**src/rtl/seq_pkg.sv**
```systemverilog
// seq_pkg: shared constants and types for the serial pattern detector.
//   SEQ_N        default pattern length in bits (legal range 2..16)
//   SEQ_PATTERN  default target sequence; MSB is the oldest bit
//   SEQ_CNT_W    default width of the saturating match counter
//   seq_state_t  detector FSM states: FILL (window not yet full), RUN
package seq_pkg;

   localparam int unsigned           SEQ_N       = 4;
   localparam logic [SEQ_N-1:0]      SEQ_PATTERN = 4'b1011;
   localparam int unsigned           SEQ_CNT_W   = 8;

   typedef enum logic {
      FILL = 1'b0,
      RUN  = 1'b1
   } seq_state_t;

   // Bits needed to hold a fill count in the range 0..n.
   function automatic int unsigned fill_width(input int unsigned n);
      return $clog2(n + 1);
   endfunction

endpackage

```
**src/rtl/seq_detector_if.sv**
```systemverilog
// seq_detector_if: serial stream in, detection status out.
//   din          serial data bit from the upstream register stage
//   din_valid    din is accepted on a rising edge only when high
//   match        registered one-cycle detection pulse
//   match_count  saturating number of detections since reset
//   window       current shift window, for debug/display
// master: the stream source / status consumer. slave: the detector.
interface seq_detector_if
   import seq_pkg::*;
#(
   parameter int unsigned N     = SEQ_N,
   parameter int unsigned CNT_W = SEQ_CNT_W
);

   logic             din;
   logic             din_valid;
   logic             match;
   logic [CNT_W-1:0] match_count;
   logic [N-1:0]     window;

   modport master (
      output din,
      output din_valid,
      input  match,
      input  match_count,
      input  window
   );

   modport slave (
      input  din,
      input  din_valid,
      output match,
      output match_count,
      output window
   );

endinterface

```
**src/rtl/seq_detector_sat_counter.sv**
```systemverilog
// sat_counter: up-counter that sticks at its all-ones value instead of wrapping.
//   clk    system clock, rising edge
//   rst    synchronous active-high clear
//   inc    count one event on this edge
//   count  current count (registered)
module sat_counter
   import seq_pkg::*;
#(
   parameter int unsigned CNT_W = SEQ_CNT_W
) (
   input  logic             clk,
   input  logic             rst,
   input  logic             inc,
   output logic [CNT_W-1:0] count
);

   localparam logic [CNT_W-1:0] CNT_MAX = '1;

   // Increment unless already at the ceiling.
   always_ff @(posedge clk) begin
      if (rst) begin
         count <= '0;
      end else if (inc && (count != CNT_MAX)) begin
         count <= count + CNT_W'(1);
      end
   end

endmodule

```
**src/rtl/seq_detector.sv**
```systemverilog
// seq_detector: serial bit-pattern detector.
// Shifts din into an N-bit window on every din_valid edge and raises a
// registered one-cycle match when the last N accepted bits equal PATTERN.
// A saturating counter tracks detections since reset.
//   clk   system clock, rising edge
//   rst   synchronous active-high reset (priority over din_valid)
//   bus   seq_detector_if.slave: din, din_valid in; match, match_count,
//         window out
// Build option: define SEQ_OVERLAP_EN for overlapping detection (window and
// RUN state kept after a match). Without it, a match restarts the fill so
// the next detection needs N fresh bits.
module seq_detector
   import seq_pkg::*;
#(
   parameter int unsigned    N       = SEQ_N,
   parameter logic [N-1:0]   PATTERN = N'(SEQ_PATTERN),
   parameter int unsigned    CNT_W   = SEQ_CNT_W
) (
   input  logic          clk,
   input  logic          rst,
   seq_detector_if.slave bus
);

   localparam int unsigned        FILL_W    = fill_width(N);
   localparam logic [FILL_W-1:0]  FILL_LAST = FILL_W'(N - 1);

   seq_state_t         state_q, state_d;
   logic [N-1:0]       window_q, window_d;
   logic [FILL_W-1:0]  fill_q, fill_d;
   logic               match_q, match_d;

   logic [N-1:0]       window_shift_c;
   logic               full_next_c;
   logic               hit_c;

   // Candidate window if the current bit is accepted.
   assign window_shift_c = {window_q[N-2:0], bus.din};

   // fill + 1 >= N: the accepted bit completes (or keeps) a full window.
   // This gate also stops the all-zero reset window from ever matching.
   assign full_next_c = (fill_q >= FILL_LAST);

   assign hit_c = bus.din_valid && full_next_c && (window_shift_c == PATTERN);

   // State, window, fill and match registers.
   always_ff @(posedge clk) begin
      if (rst) begin
         state_q  <= FILL;
         window_q <= '0;
         fill_q   <= '0;
         match_q  <= 1'b0;
      end else begin
         state_q  <= state_d;
         window_q <= window_d;
         fill_q   <= fill_d;
         match_q  <= match_d;
      end
   end

   // Next-state and match decode.
   always_comb begin
      state_d  = state_q;
      window_d = window_q;
      fill_d   = fill_q;
      match_d  = 1'b0;

      if (bus.din_valid) begin
         window_d = window_shift_c;

         case (state_q)
            FILL: begin
               fill_d = fill_q + FILL_W'(1);
               if (fill_q == FILL_LAST) begin
                  state_d = RUN;
               end
            end
            RUN: begin
               // Window stays full; fill saturates at N.
               fill_d = fill_q;
            end
         endcase

         if (hit_c) begin
            match_d = 1'b1;
`ifndef SEQ_OVERLAP_EN
            // Non-overlapping: window bits are kept but ignored until
            // N new bits have been accepted.
            fill_d  = '0;
            state_d = FILL;
`endif
         end
      end
   end

   // Counter advances on the same edge that registers match.
   sat_counter #(
      .CNT_W (CNT_W)
   ) u_match_cnt (
      .clk   (clk),
      .rst   (rst),
      .inc   (match_d),
      .count (bus.match_count)
   );

   assign bus.match  = match_q;
   assign bus.window = window_q;

endmodule

```
**src/flat_wrapper.sv**
```systemverilog
// flat-port wrapper written by rule: the top's interface ports become plain ports
module seq_detector_flat import seq_pkg::*;
#(
   parameter int unsigned    N       = SEQ_N,
   parameter logic [N-1:0]   PATTERN = N'(SEQ_PATTERN),
   parameter int unsigned    CNT_W   = SEQ_CNT_W
)
  (clk, rst, bus_din, bus_din_valid, bus_match, bus_match_count, bus_window);
  seq_detector_if #(.N(N), .CNT_W(CNT_W)) bus_i ();
  input  logic clk;
  input  logic rst;
  input wire logic [$bits(bus_i.din)-1:0] bus_din;
  input wire logic [$bits(bus_i.din_valid)-1:0] bus_din_valid;
  output wire logic [$bits(bus_i.match)-1:0] bus_match;
  output wire logic [$bits(bus_i.match_count)-1:0] bus_match_count;
  output wire logic [$bits(bus_i.window)-1:0] bus_window;
  assign bus_i.din = bus_din;
  assign bus_i.din_valid = bus_din_valid;
  assign bus_match = bus_i.match;
  assign bus_match_count = bus_i.match_count;
  assign bus_window = bus_i.window;
  seq_detector #(.N(N), .PATTERN(PATTERN), .CNT_W(CNT_W)) u_core (.clk(clk), .rst(rst), .bus(bus_i));
endmodule
```
**config.mk**
```make
export PLATFORM = sky130hd
export DESIGN_NAME = seq_detector_flat
export DESIGN_NICKNAME = d
export VERILOG_FILES = /design/src/rtl/seq_pkg.sv /design/src/rtl/seq_detector_if.sv /design/src/rtl/seq_detector_sat_counter.sv /design/src/rtl/seq_detector.sv /design/src/flat_wrapper.sv
export SDC_FILE = /design/constraint.sdc
export NUM_CORES = 1
export LEC_CHECK = 0
export CAP_MARGIN = 20
export CORE_MARGIN = 5
export CORE_UTILIZATION = 48
export CTS_CLUSTER_DIAMETER = 40
export CTS_CLUSTER_SIZE = 10
export DETAILED_ROUTE_END_ITERATION = 16
export GPL_TIMING_DRIVEN = 0
export MAX_ROUTING_LAYER = met4
export PLACE_DENSITY = 0.79
export SYNTH_ARGS = -nofsm -noshare
export SYNTH_HDL_FRONTEND = slang
export SYNTH_SLANG_ARGS = --single-unit
```
**constraint.sdc**
```tcl
create_clock -name clk -period 2.5 [get_ports clk]
set_input_delay 0.5 -clock clk [delete_from_list [all_inputs] [get_ports clk]]
set_output_delay 0.5 -clock clk [all_outputs]
set_load 0.005 [all_outputs]
```
==> out/metrics.csv, run 1 <==
stage,metric,value,unit
timing,setup_tns,0,ns
layout,fillers,139,
synth,yosys-top-cells-area,"dfxtp_1, mux2i_1, ha_1, a21oi_1, nor2_1",
placement,place_hpwl,1260,µm
worst_setup_path,arrival,2.16,ns
worst_hold_path,worstHoldPathCells,2,
die,initial_core_util,49.4,%
power,power.density,448,mW/mm²
power,ir_drop,380,µV
clocking,h-tree-depth,1,
global_route,overflow,0,
timing,max-slew-margin-rel,59.0,%
run,maxCapViolCount,0,
worst_setup_path,cp-start-kind,input port,
worst_setup_path,slowest_stage,or4_1,
synth,synth_area,825,µm²
power,power,0.000458,W
layout,regArea,340,µm²
detailed_routing,drt_wl_total,1740,µm
global_route,grt_first_pass_wirelength,3050,µm
worst_setup_path,critPathMaxFanout,10,
detailed_routing,drt_iter0_drc,31,
clocking,post_cts_buffers,0,
detailed_routing,ant_nets,0,
timing,period_minus_slack,1.94,ns
layout,nets,117,
timing,setup_viol_count_final,0,
layout,multiInputGateArea,440,µm²
clocking,cts_resized,0,
worst_setup_path,critical_path_class,in -> reg,
layout,areaGrowthSynthToFinish,24.0,%
timing,fin_ws,0.557,ns
synth,synthCells,90,
synth,ys_seq_area_share,41.3,%
placement,io_buffers,15,
timing,worst_pin_slew,0.613,ns
die,die_area,0.00265,mm²
layout,stdcell_area,0.00102,mm²
timing,finalCritPeriodShare,77.7,%
placement,place.gp.congestion,0.792,
clocking,cts_made_buffers,3,
detailed_routing,drc,0,
clocking,clk_pin_slew_worst_paths,0.09,ns
layout,layoutNonFillerInstCount,126,
timing,hold_viol_final,0,
die,die_w,51.4,µm
power,power_leakage,0.353,nW
worst_setup_path,reg2regPathDepth,7,
layout,final_layout_size_suffix_gt1_share,7.34,%
detailed_routing,viasPerCell,5.97,
worst_setup_path,cp.required,2.72,ns
die,die-height,51.4,µm
synth,synth_nets,97,
clocking,clockRootBuffer,clkbuf_4,
worst_setup_path,endpoint_kind,flip-flop,
status,status,finished clean,
placement,dp_slack,0.272,ns
synth,synth-seq-cells,17,
clocking,clock_latency,0.29,ns
global_route,grt_max_degree,11,
worst_setup_path,slowest_delay,0.52,ns
die,row_count,15,
clocking,hold_buffers,0,
placement,dp_cells,122,
timing,rsz0062_at_grt,false,
detailed_routing,wl_per_cell,13.8,µm
global_route,gr-usage-all-layers,15.4,%
synth,syn_area_per_cell,9.16,µm²
clocking,cts_tree,built,
clocking,cts_buffer_depth,2,
global_route,grt_pass1_vias,703,
placement,place_area,996,µm²
layout,antenna_cells,0,
timing,max_freq,0.515,GHz
die,io_pins,17,
synth,ys_warn_count,0,
clocking,cts.sinks,17,
die,core,0.00167,mm²
timing,final_max_slew_viol_count,0,
global_route,antenna_found_initial,0,
synth,yosysTopAreaCell,dfxtp_1,
detailed_routing,vias,752,
timing,fin_skew,0.00384,ns
worst_hold_path,holdCritPathClass,reg -> reg,
detailed_routing,dr.pass1.iters,4,
worst_setup_path,crit_chain,clkdlybuf4s50_1 > and4b_1 > nand3_2 > buf_6 > or4_1 > a21oi_1,
synth,yosysUniqueCellTypes,31,
synth,synth_top_area_share,41.3,%
[final timing paths]
path                        start                     endpoint  slack, ns
max                       bus_din  u_core.u_match_cnt.count[4]       0.56
min          u_core.bus.window[3]         u_core.bus.window[3]       0.51
max reg2reg      u_core.fill_q[0]  u_core.u_match_cnt.count[4]       0.61
min reg2reg  u_core.bus.window[3]         u_core.bus.window[3]       0.51
[cells in the mapped netlist]
master    number
dfxtp_1       17
nor2_1         9
a21oi_1        7
mux2i_1        5
nand2b_1       4
nand3_1        4
o21ai_0        4
o31ai_1        4
or4_1          4
ha_1           3
inv_1          3
nor2b_1        3
a211oi_1       2
clkbuf_1       2
nand4_1        2
or3_1          2
a211o_1        1
a311oi_1       1
and2_1         1
and3_2         1
and4b_1        1
buf_6          1
clkbuf_8       1
nand2_1        1
nand3_2        1
nand4b_1       1
nor3_1         1
nor4_1         1
o32ai_1        1
o41ai_1        1
or3_2          1
[placed cells by master, fill, tap and decap left out, types with 4 or more instances in the layout]
| master | count |
|---|---|
| o21ai_0 | 4 |
| dfxtp_1 | 17 |
| clkdlybuf4s50_1 | 15 |
| nand2b_1 | 4 |
| or4_1 | 4 |
| mux2i_1 | 5 |
| o31ai_1 | 4 |
| nor2_1 | 9 |
| nand3_1 | 4 |
| a21oi_1 | 7 |
[sequential cells by signal, summed over array words and instances (netlist names)]
register / count
u_core.u_match_cnt.count: 8
u_core.bus.window: 4
u_core.fill_q: 3
u_core.bus.match: 1
u_core.state_q: 1
[worst max-delay path, delay by kind of cell]
| kind | cells | cell delay, ns |
|---|---|---|
| buf+inv | 2 | 0.64 |
| compound gates | 1 | 0.15 |
| simple gates | 3 | 0.87 |
[cell families (layout without fill, tap and decap cells)]
group | count (synthesis) | count (layout) | synth area share (%)
buffers and inverters | 7 | 26 | 5.31
adder cells (fa/ha/maj) | 3 | 3 | 4.55
flip-flops | 17 | 17 | 41.3
multiplexers | 5 | 5 | 6.07
AO/OA/AOI/OAI | 21 | 21 | 16.4
AND/OR/NAND/NOR | 37 | 37 | 26.4
[per-stage QoR]
step	utilization, %	hold slack [ns]
finish	61.2	0.510
global route	61.2	0.550
CTS	61.2	0.503
detailed placement	59.6	0.486
global placement	59.6	0.479
floorplan	-	0.475
[routing by layer]
layer	GRT usage, %	up-vias	part of all wire [%]
met3	5.25	2	6.2
met1	19.6	343	48
met4	4.37	0	0.17
met5	-	-	0
li1	-	377	-
met2	23.1	30	45
[layout make-up]
type                    instances  area share, %
plain buffers                   4           3.18
clock buffers                   4           2.57
multi-input cells              66           43.1
inverters                       3           1.10
flip-flops and latches         17           33.3
well taps                      17           2.08
repair buffers                 15           14.7
[power breakdown]
| group | switching (W) | internal [W] | total [W] |
|---|---|---|---|
| clock | 0.0000799 | 0.0000620 | 0.000142 |
| combinational | 0.0000167 | 0.0000181 | 0.0000347 |
| sequential | 0.00000562 | 0.000276 | 0.000281 |
(Power assumes the default switching activity.)
==> run 2: changes to the inputs <==
==> constraint.sdc (replaced) <==
create_clock -name clk -period 1.9 [get_ports clk]
set_input_delay 0.38 -clock clk [delete_from_list [all_inputs] [get_ports clk]]
set_output_delay 0.38 -clock clk [all_outputs]
set_load 0.005 [all_outputs]
==> run 2 against run 1 <==
Net effect: worst setup slack got worse by 0.45 ns; register-to-register slack got worse by 0.50 ns; critical endpoint unchanged; sequential share of layout area decreased by 0.71 points; largest cell class unchanged.
==> out/metrics.csv, run 2 (synthesis gave the netlist of run 1 again) <==
stage,metric,value,unit,change
status,status,finished clean,,unchanged
worst_setup_path,critical_path_class,reg -> reg,,was in -> reg
timing,fin_skew,0.00986,ns,was 0.00384 ns
detailed_routing,drt_wl_total,1780,µm,was 1740 µm
die,core,0.00167,mm²,unchanged
timing,setup_tns,0,ns,unchanged
worst_setup_path,crit_buf_inv,1,,was 2
run,maxCapViolCount,0,,unchanged
worst_hold_path,holdCritPathClass,in -> reg,,was reg -> reg
power,power.density,575,mW/mm²,was 448 mW/mm²
layout,antenna_cells,0,,unchanged
die,die_w,51.4,µm,unchanged
placement,place_hpwl,1260,µm,unchanged
detailed_routing,drc,0,,unchanged
timing,worst_pin_slew,0.577,ns,was 0.613 ns
detailed_routing,viasPerCell,6.01,,was 5.97
timing,period_minus_slack,1.79,ns,
layout,layoutNonFillerInstCount,129,,was 126
clocking,cts_buffer_depth,2,,unchanged
clocking,h-tree-depth,1,,unchanged
detailed_routing,dr.pass1.iters,6,,was 4
layout,layout_common_cells,"clkdlybuf4s50_1, dfxtp_1, nor2_1",,"was dfxtp_1, clkdlybuf4s50_1, nor2_1"
timing,finalCritPeriodShare,94.4,%,
clocking,hold_buffers,0,,unchanged
timing,rsz0062_at_grt,true,,was false
die,die-height,51.4,µm,unchanged
clocking,clock_latency,0.29,ns,about the same
worst_setup_path,cp.required,2.13,ns,was 2.72 ns
clocking,cts_tree,built,,unchanged
worst_setup_path,endpoint_kind,flip-flop,,unchanged
worst_setup_path,critPathMaxFanout,9,,was 10
timing,final_max_slew_viol_count,0,,unchanged
layout,final_layout_size_suffix_gt1_share,14.3,%,was 7.34%
die,io_pins,17,,unchanged
power,power_leakage,0.368,nW,was 0.353 nW
die,initial_core_util,49.4,%,unchanged
detailed_routing,vias,775,,was 752
timing,max_freq,0.557,GHz,
timing,hold_viol_final,0,,unchanged
worst_setup_path,cp-start-kind,flip-flop,,was input port
clocking,clk_pin_slew_worst_paths,0.10,ns,was 0.09 ns
global_route,grt_pass1_vias,703,,unchanged
power,ir_drop,500,µV,was 380 µV
worst_setup_path,slowest_stage,or4_4,,was or4_1
clocking,clockRootBuffer,clkbuf_4,,unchanged
layout,areaGrowthSynthToFinish,28.5,%,was 24.0%
global_route,overflow,0,,unchanged
placement,dp_cells,122,,unchanged
layout,fillers,137,,was 139
layout,largest_reg_flops,8,,unchanged
detailed_routing,ant_nets,0,,unchanged
global_route,grt_max_degree,11,,unchanged
detailed_routing,drt_iter0_drc,15,,was 31
worst_setup_path,slowest_delay,0.51,ns,was 0.52 ns
global_route,grt_first_pass_wirelength,3050,µm,unchanged
timing,max-slew-margin-rel,61.4,%,was 59.0%
die,row_count,15,,unchanged
detailed_routing,wl_per_cell,13.8,µm,about the same
layout,top_register,u_core.u_match_cnt.count,,unchanged
clocking,cts.sinks,17,,unchanged
worst_setup_path,arrival,2.03,ns,was 2.16 ns
timing,setup_viol_count_final,0,,unchanged
placement,io_buffers,15,,unchanged
worst_setup_path,crit_chain,ha_1 > ha_2 > a211o_1 > nand3_2 > buf_6 > or4_4 > a21oi_2,,was clkdlybuf4s50_1 > and4b_1 > nand3_2 > buf_6 > or4_1 > a21oi_1
placement,dp_slack,-0.208,ns,was 0.272 ns
global_route,gr-usage-all-layers,15.4,%,unchanged
die,die_area,0.00265,mm²,unchanged
timing,fin_ws,0.105,ns,was 0.557 ns
clocking,cts_made_buffers,3,,unchanged
placement,place.gp.congestion,0.792,,unchanged
power,power,0.000609,W,was 0.000458 W
global_route,antenna_found_initial,0,,unchanged
layout,nets,120,,was 117
worst_setup_path,critPathTopFamily,simple AND/OR/NAND/NOR gates,,unchanged
-- run 2: changes by cell type in the layout (fill, tap and decap cells not counted), sizes merged --
cell | previous run | this run
buf | 1 | 4
-- run 2: cell type report --
| class | count | area [µm²] | area share (%) |
|---|---|---|---|
| Multi-Input combinational cell | 66 | 450 | 42.5 |
| Sequential cell | 17 | 345 | 32.6 |
| Timing Repair Buffer | 18 | 173 | 16.3 |
| Buffer | 4 | 32.5 | 3.07 |
| Clock buffer | 4 | 26.3 | 2.48 |
| Tap cell | 17 | 21.3 | 2.01 |
| Inverter | 3 | 11.3 | 1.06 |
-- run 2: what timing repair did --
action                     in CTS  in global routing
setup buffers                   0                  3
setup endpoints to repair       0                  5
gates resized for setup         0                  6
-- run 2: path summary, 6_finish.rpt --
path	end	depth (start not counted)	from	slack [ns]
min	u_core.bus.window[1]	3	bus_din_valid	0.42
max	u_core.u_match_cnt.count[4]	7	u_core.fill_q[0]	0.11
min reg2reg	u_core.fill_q[1]	2	u_core.fill_q[1]	0.50
max reg2reg	u_core.u_match_cnt.count[4]	7	u_core.fill_q[0]	0.11
-- run 2: worst min-delay path: stages --
cell	delay, ns
clkbuf_8	0.14
mux2i_1	0.07
nor2_1	0.07
-- run 2: metrics by stage --
stage          util, %  cell area (µm²)  hold WS (ns)
2_1_floorplan        -              825         0.475
3_3_place_gp      59.6              996         0.479
3_5_place_dp      59.6              996         0.486
4_1_cts           61.2             1020         0.413
5_1_grt           63.4             1060         0.437
6_report          63.4             1060         0.418
-- run 2: power by group --
part | internal (W) | switching [W] | leakage (nW)
Clock | 0.0000816 | 0.000109 | 0.0150
Combinational | 0.0000246 | 0.0000225 | 0.215
Sequential | 0.000363 | 0.00000741 | 0.139
Total | 0.000470 | 0.000139 | 0.368
-- run 2: metal layers --
metal | global-route usage [%] | vias to the layer above | part of all wire, %
li1 | - | 382 | -
met1 | 19.6 | 368 | 49
met2 | 23.1 | 23 | 45
met3 | 5.25 | 2 | 5.1
met4 | 4.37 | 0 | 0.11
met5 | - | - | 0
==> run 3: changes to the inputs <==
--- a/config.mk
+++ b/config.mk
@@ -5,15 +5,17 @@
 export SDC_FILE = /design/constraint.sdc
 export NUM_CORES = 1
 export LEC_CHECK = 0
+export ABC_AREA = 1
 export CAP_MARGIN = 20
 export CORE_MARGIN = 5
-export CORE_UTILIZATION = 48
+export CORE_UTILIZATION = 40
 export CTS_CLUSTER_DIAMETER = 40
 export CTS_CLUSTER_SIZE = 10
 export DETAILED_ROUTE_END_ITERATION = 16
 export GPL_TIMING_DRIVEN = 0
 export MAX_ROUTING_LAYER = met4
-export PLACE_DENSITY = 0.79
+export PLACE_DENSITY = 0.67
+export SLEW_MARGIN = 20
 export SYNTH_ARGS = -nofsm -noshare
 export SYNTH_HDL_FRONTEND = slang
 export SYNTH_SLANG_ARGS = --single-unit
==> run 3 against run 2 <==
Net effect: wire length is 2.9% lower; global-route usage down 3.1 points; non-clock buffer count down 4; die area increased by 23%; clock-buffer cell count decreased by 1; highest routed layer unchanged.
==> out/metrics.csv, run 3 <==
stage,metric,value,unit,change
synth,synth_most_common_cell,nand2_1,,was dfxtp_1
timing,worst_pin_slew,0.474,ns,was 0.577 ns
synth,synth-edff-count,0,,unchanged
worst_setup_path,arrival,1.30,ns,was 2.03 ns
timing,max_freq,0.596,GHz,was 0.557 GHz
clocking,h-tree-depth,1,,unchanged
synth,synth_compound_area_share,10.8,%,was 16.4%
timing,max-slew-margin-rel,68.4,%,was 61.4%
power,ir_drop,311,µV,was 500 µV
timing,setup_viol_count_final,0,,unchanged
detailed_routing,vias,835,,was 775
synth,synth_nets,136,,was 97
global_route,grt_first_pass_wirelength,3110,µm,was 3050 µm
die,io_pins,17,,unchanged
synth,yosysUniqueCellTypes,19,,was 31
die,core,0.00215,mm²,was 0.00167 mm²
synth,muxShareOfSynthArea,0,%,was 6.07%
power,power_leakage,0.470,nW,was 0.368 nW
clocking,hold_buffers,0,,unchanged
clocking,cts_resized,0,,unchanged
layout,final_layout_size_suffix_gt1_share,7.38,%,was 14.3%
timing,fin_ws,0.223,ns,was 0.105 ns
clocking,clk_pin_slew_worst_paths,0.10,ns,about the same
global_route,gr-usage-all-layers,12.3,%,was 15.4%
timing,fin_skew,0.00675,ns,was 0.00986 ns
clocking,post_cts_buffers,0,,unchanged
layout,stdcell_area,0.00110,mm²,was 0.00106 mm²
timing,hold_viol_final,0,,unchanged
global_route,antenna_found_initial,0,,unchanged
global_route,grt_max_degree,11,,unchanged
die,row_count,17,,was 15
layout,layout_common_cells,"nand2_1, dfxtp_1, nor2_1, clkdlybuf4s50_1, inv_1",,"was clkdlybuf4s50_1, dfxtp_1, nor2_1"
die,die_area,0.00324,mm²,was 0.00265 mm²
layout,largest_reg_flops,8,,unchanged
status,status,finished clean,,unchanged
timing,finalCritPeriodShare,88.2,%,was 94.4%
worst_hold_path,holdCritPathClass,reg -> reg,,was in -> reg
worst_setup_path,slowest_stage,clkdlybuf4s50_1,,was or4_4
clocking,clockRootBuffer,clkbuf_4,,unchanged
synth,yosys-top-cells-area,"dfxtp_1, nand2_1, a21oi_1, nor2_1, inv_1",,"was dfxtp_1, mux2i_1, ha_1, a21oi_1, nor2_1"
clocking,cts_made_buffers,3,,unchanged
layout,top_register,u_core.u_match_cnt.count,,unchanged
detailed_routing,dr.pass1.iters,4,,was 6
die,die-height,57.0,µm,was 51.4 µm
synth,ys.flop_type,dfxtp_1,,unchanged
synth,syn_area_per_cell,6.84,µm²,was 9.16 µm²
synth,synth.cells.most_frequent,"nand2_1, dfxtp_1, nor2_1, inv_1, a21oi_1",,"was dfxtp_1, nor2_1, a21oi_1, mux2i_1"
placement,place_area,0.00108,mm²,was 996 µm²
worst_setup_path,endpoint_kind,output port,,was flip-flop
worst_setup_path,crit_buf_inv,1,,unchanged
run,maxCapViolCount,0,,unchanged
synth,ys_warn_count,0,,unchanged
worst_setup_path,cp-startpoint,u_core.u_match_cnt.count[2],,was u_core.fill_q[0]
clocking,cts_tree,built,,unchanged
placement,place.gp.congestion,0.755,,was 0.792
placement,io_buffers,16,,was 15
global_route,grt_pass1_vias,734,,was 703
synth,synth-simple-area-share,36.0,%,was 26.4%
worst_setup_path,critical_path_class,reg -> out,,was reg -> reg
timing,period_minus_slack,1.68,ns,was 1.79 ns
global_route,overflow,0,,unchanged
clocking,cts_buffer_depth,2,,unchanged
detailed_routing,drt_wl_total,1730,µm,was 1780 µm
layout,fillers,233,,was 137
placement,place_hpwl,1320,µm,was 1260 µm
die,initial_core_util,41.1,%,was 49.4%
detailed_routing,viasPerCell,4.72,,was 6.01
synth,synth_top_area_share,38.6,%,was 41.3%
synth,ys_seq_area_share,38.6,%,was 41.3%
synth,synth-seq-cells,17,,unchanged
clocking,clock_latency,0.28,ns,was 0.29 ns
timing,setup_tns,0,ns,unchanged
worst_setup_path,slowest_delay,0.55,ns,was 0.51 ns
layout,areaGrowthSynthToFinish,25.2,%,was 28.5%
layout,multiInputGateArea,477,µm²,was 450 µm²
detailed_routing,wl_per_cell,9.77,µm,was 13.8 µm
synth,synth_area,882,µm²,was 825 µm²
synth,yosysTopAreaCell,dfxtp_1,,unchanged
timing,rsz0062_at_grt,false,,was true
layout,regArea,340,µm²,was 345 µm²
die,die_w,57.0,µm,was 51.4 µm
synth,synth_top_family_by_area,simple AND/OR/NAND/NOR gates,,unchanged
timing,final_max_slew_viol_count,0,,unchanged
synth,synthCells,129,,was 90
worst_setup_path,worstReg2RegStart,u_core.fill_q[0],,unchanged
worst_setup_path,crit_chain,clkdlybuf4s50_1,,was ha_1 > ha_2 > a211o_1 > nand3_2 > buf_6 > or4_4 > a21oi_2
worst_setup_path,critPathTopFamily,buffers and inverters,,was simple AND/OR/NAND/NOR gates
synth,synthXorXnorAreaFrac,2.98,%,was 0%
worst_setup_path,cp.required,1.52,ns,was 2.13 ns
layout,layout_commonest_cell,nand2_1,,
layout,antenna_cells,0,,unchanged
detailed_routing,drc,0,,unchanged
worst_setup_path,critPathMaxFanout,7,,was 9
synth,synth_fa_ha_area_share,4.26,%,was 4.55%
worst_setup_path,cp-start-kind,flip-flop,,unchanged
placement,dp_slack,0.206,ns,was -0.208 ns
detailed_routing,ant_nets,0,,unchanged
power,power.density,572,mW/mm²,was 575 mW/mm²
detailed_routing,drt_iter0_drc,18,,was 15
clocking,cts.sinks,17,,unchanged
layout,nets,157,,was 120
synth,ys_async_sr_fraction,0,%,unchanged
worst_hold_path,min_from,u_core.bus.window[3],,was bus_din_valid
-- run 3: cells by family after synthesis --
logic type,count (synthesis)
flip-flops,17
AO/OA/AOI/OAI,19
adder cells (fa/ha/maj),3
AND/OR/NAND/NOR,70
XOR/XNOR,3
buffers and inverters,17
-- run 3: area by class of cell --
class	instances	area share, %
Timing Repair Buffer	16	14.5
Clock buffer	3	2.04
Sequential cell	17	30.8
Inverter	15	5.10
Multi-Input combinational cell	95	43.1
Clock inverter	1	0.453
Tap cell	28	3.17
Buffer	2	0.793
-- run 3: final timing paths --
path | endpoint | slack (ns) | cells past startpoint
worst max-delay path | bus_match_count[2] | 0.22 | 1
worst min-delay path | u_core.bus.window[3] | 0.52 | 2
worst max register to register | u_core.fill_q[2] | 0.41 | 10
worst min register to register | u_core.bus.window[3] | 0.52 | 2
-- run 3: layer usage --
metal  global-route usage [%]  up-vias  share of wire [%]  routed length [µm]
met5                        -        -                  0                   0
met4                     6.95        0                1.8                  32
met3                     2.04        4                4.4                  76
met2                     18.9       18                 45                 787
met1                     15.3      364                 48                 834
li1                         -      449                  -                   -
-- run 3: tightest hold or removal path, stage by stage (launching register included) --
cell     delay (ns)
dfxtp_1        0.34
o21ai_0        0.07
nor2_1         0.08
-- run 3: where the power goes --
part	leakage [nW]	internal, W	switching, W
Sequential	0.138	0.000367	0.00000952
Clock	0.0177	0.0000781	0.000109
Combinational	0.314	0.0000321	0.0000353
Total	0.470	0.000478	0.000154
-- run 3: stage by stage --
step	power [W]	cells	hold slack, ns	utilization [%]
2_1_floorplan	0.000428	129	0.478	-
3_5_place_dp	0.000454	173	0.495	50.1
5_1_grt	0.000677	177	0.561	51.4
3_3_place_gp	0.000452	173	0.492	50.1
4_1_cts	0.000649	177	0.522	51.4
6_report	0.000632	177	0.517	51.4
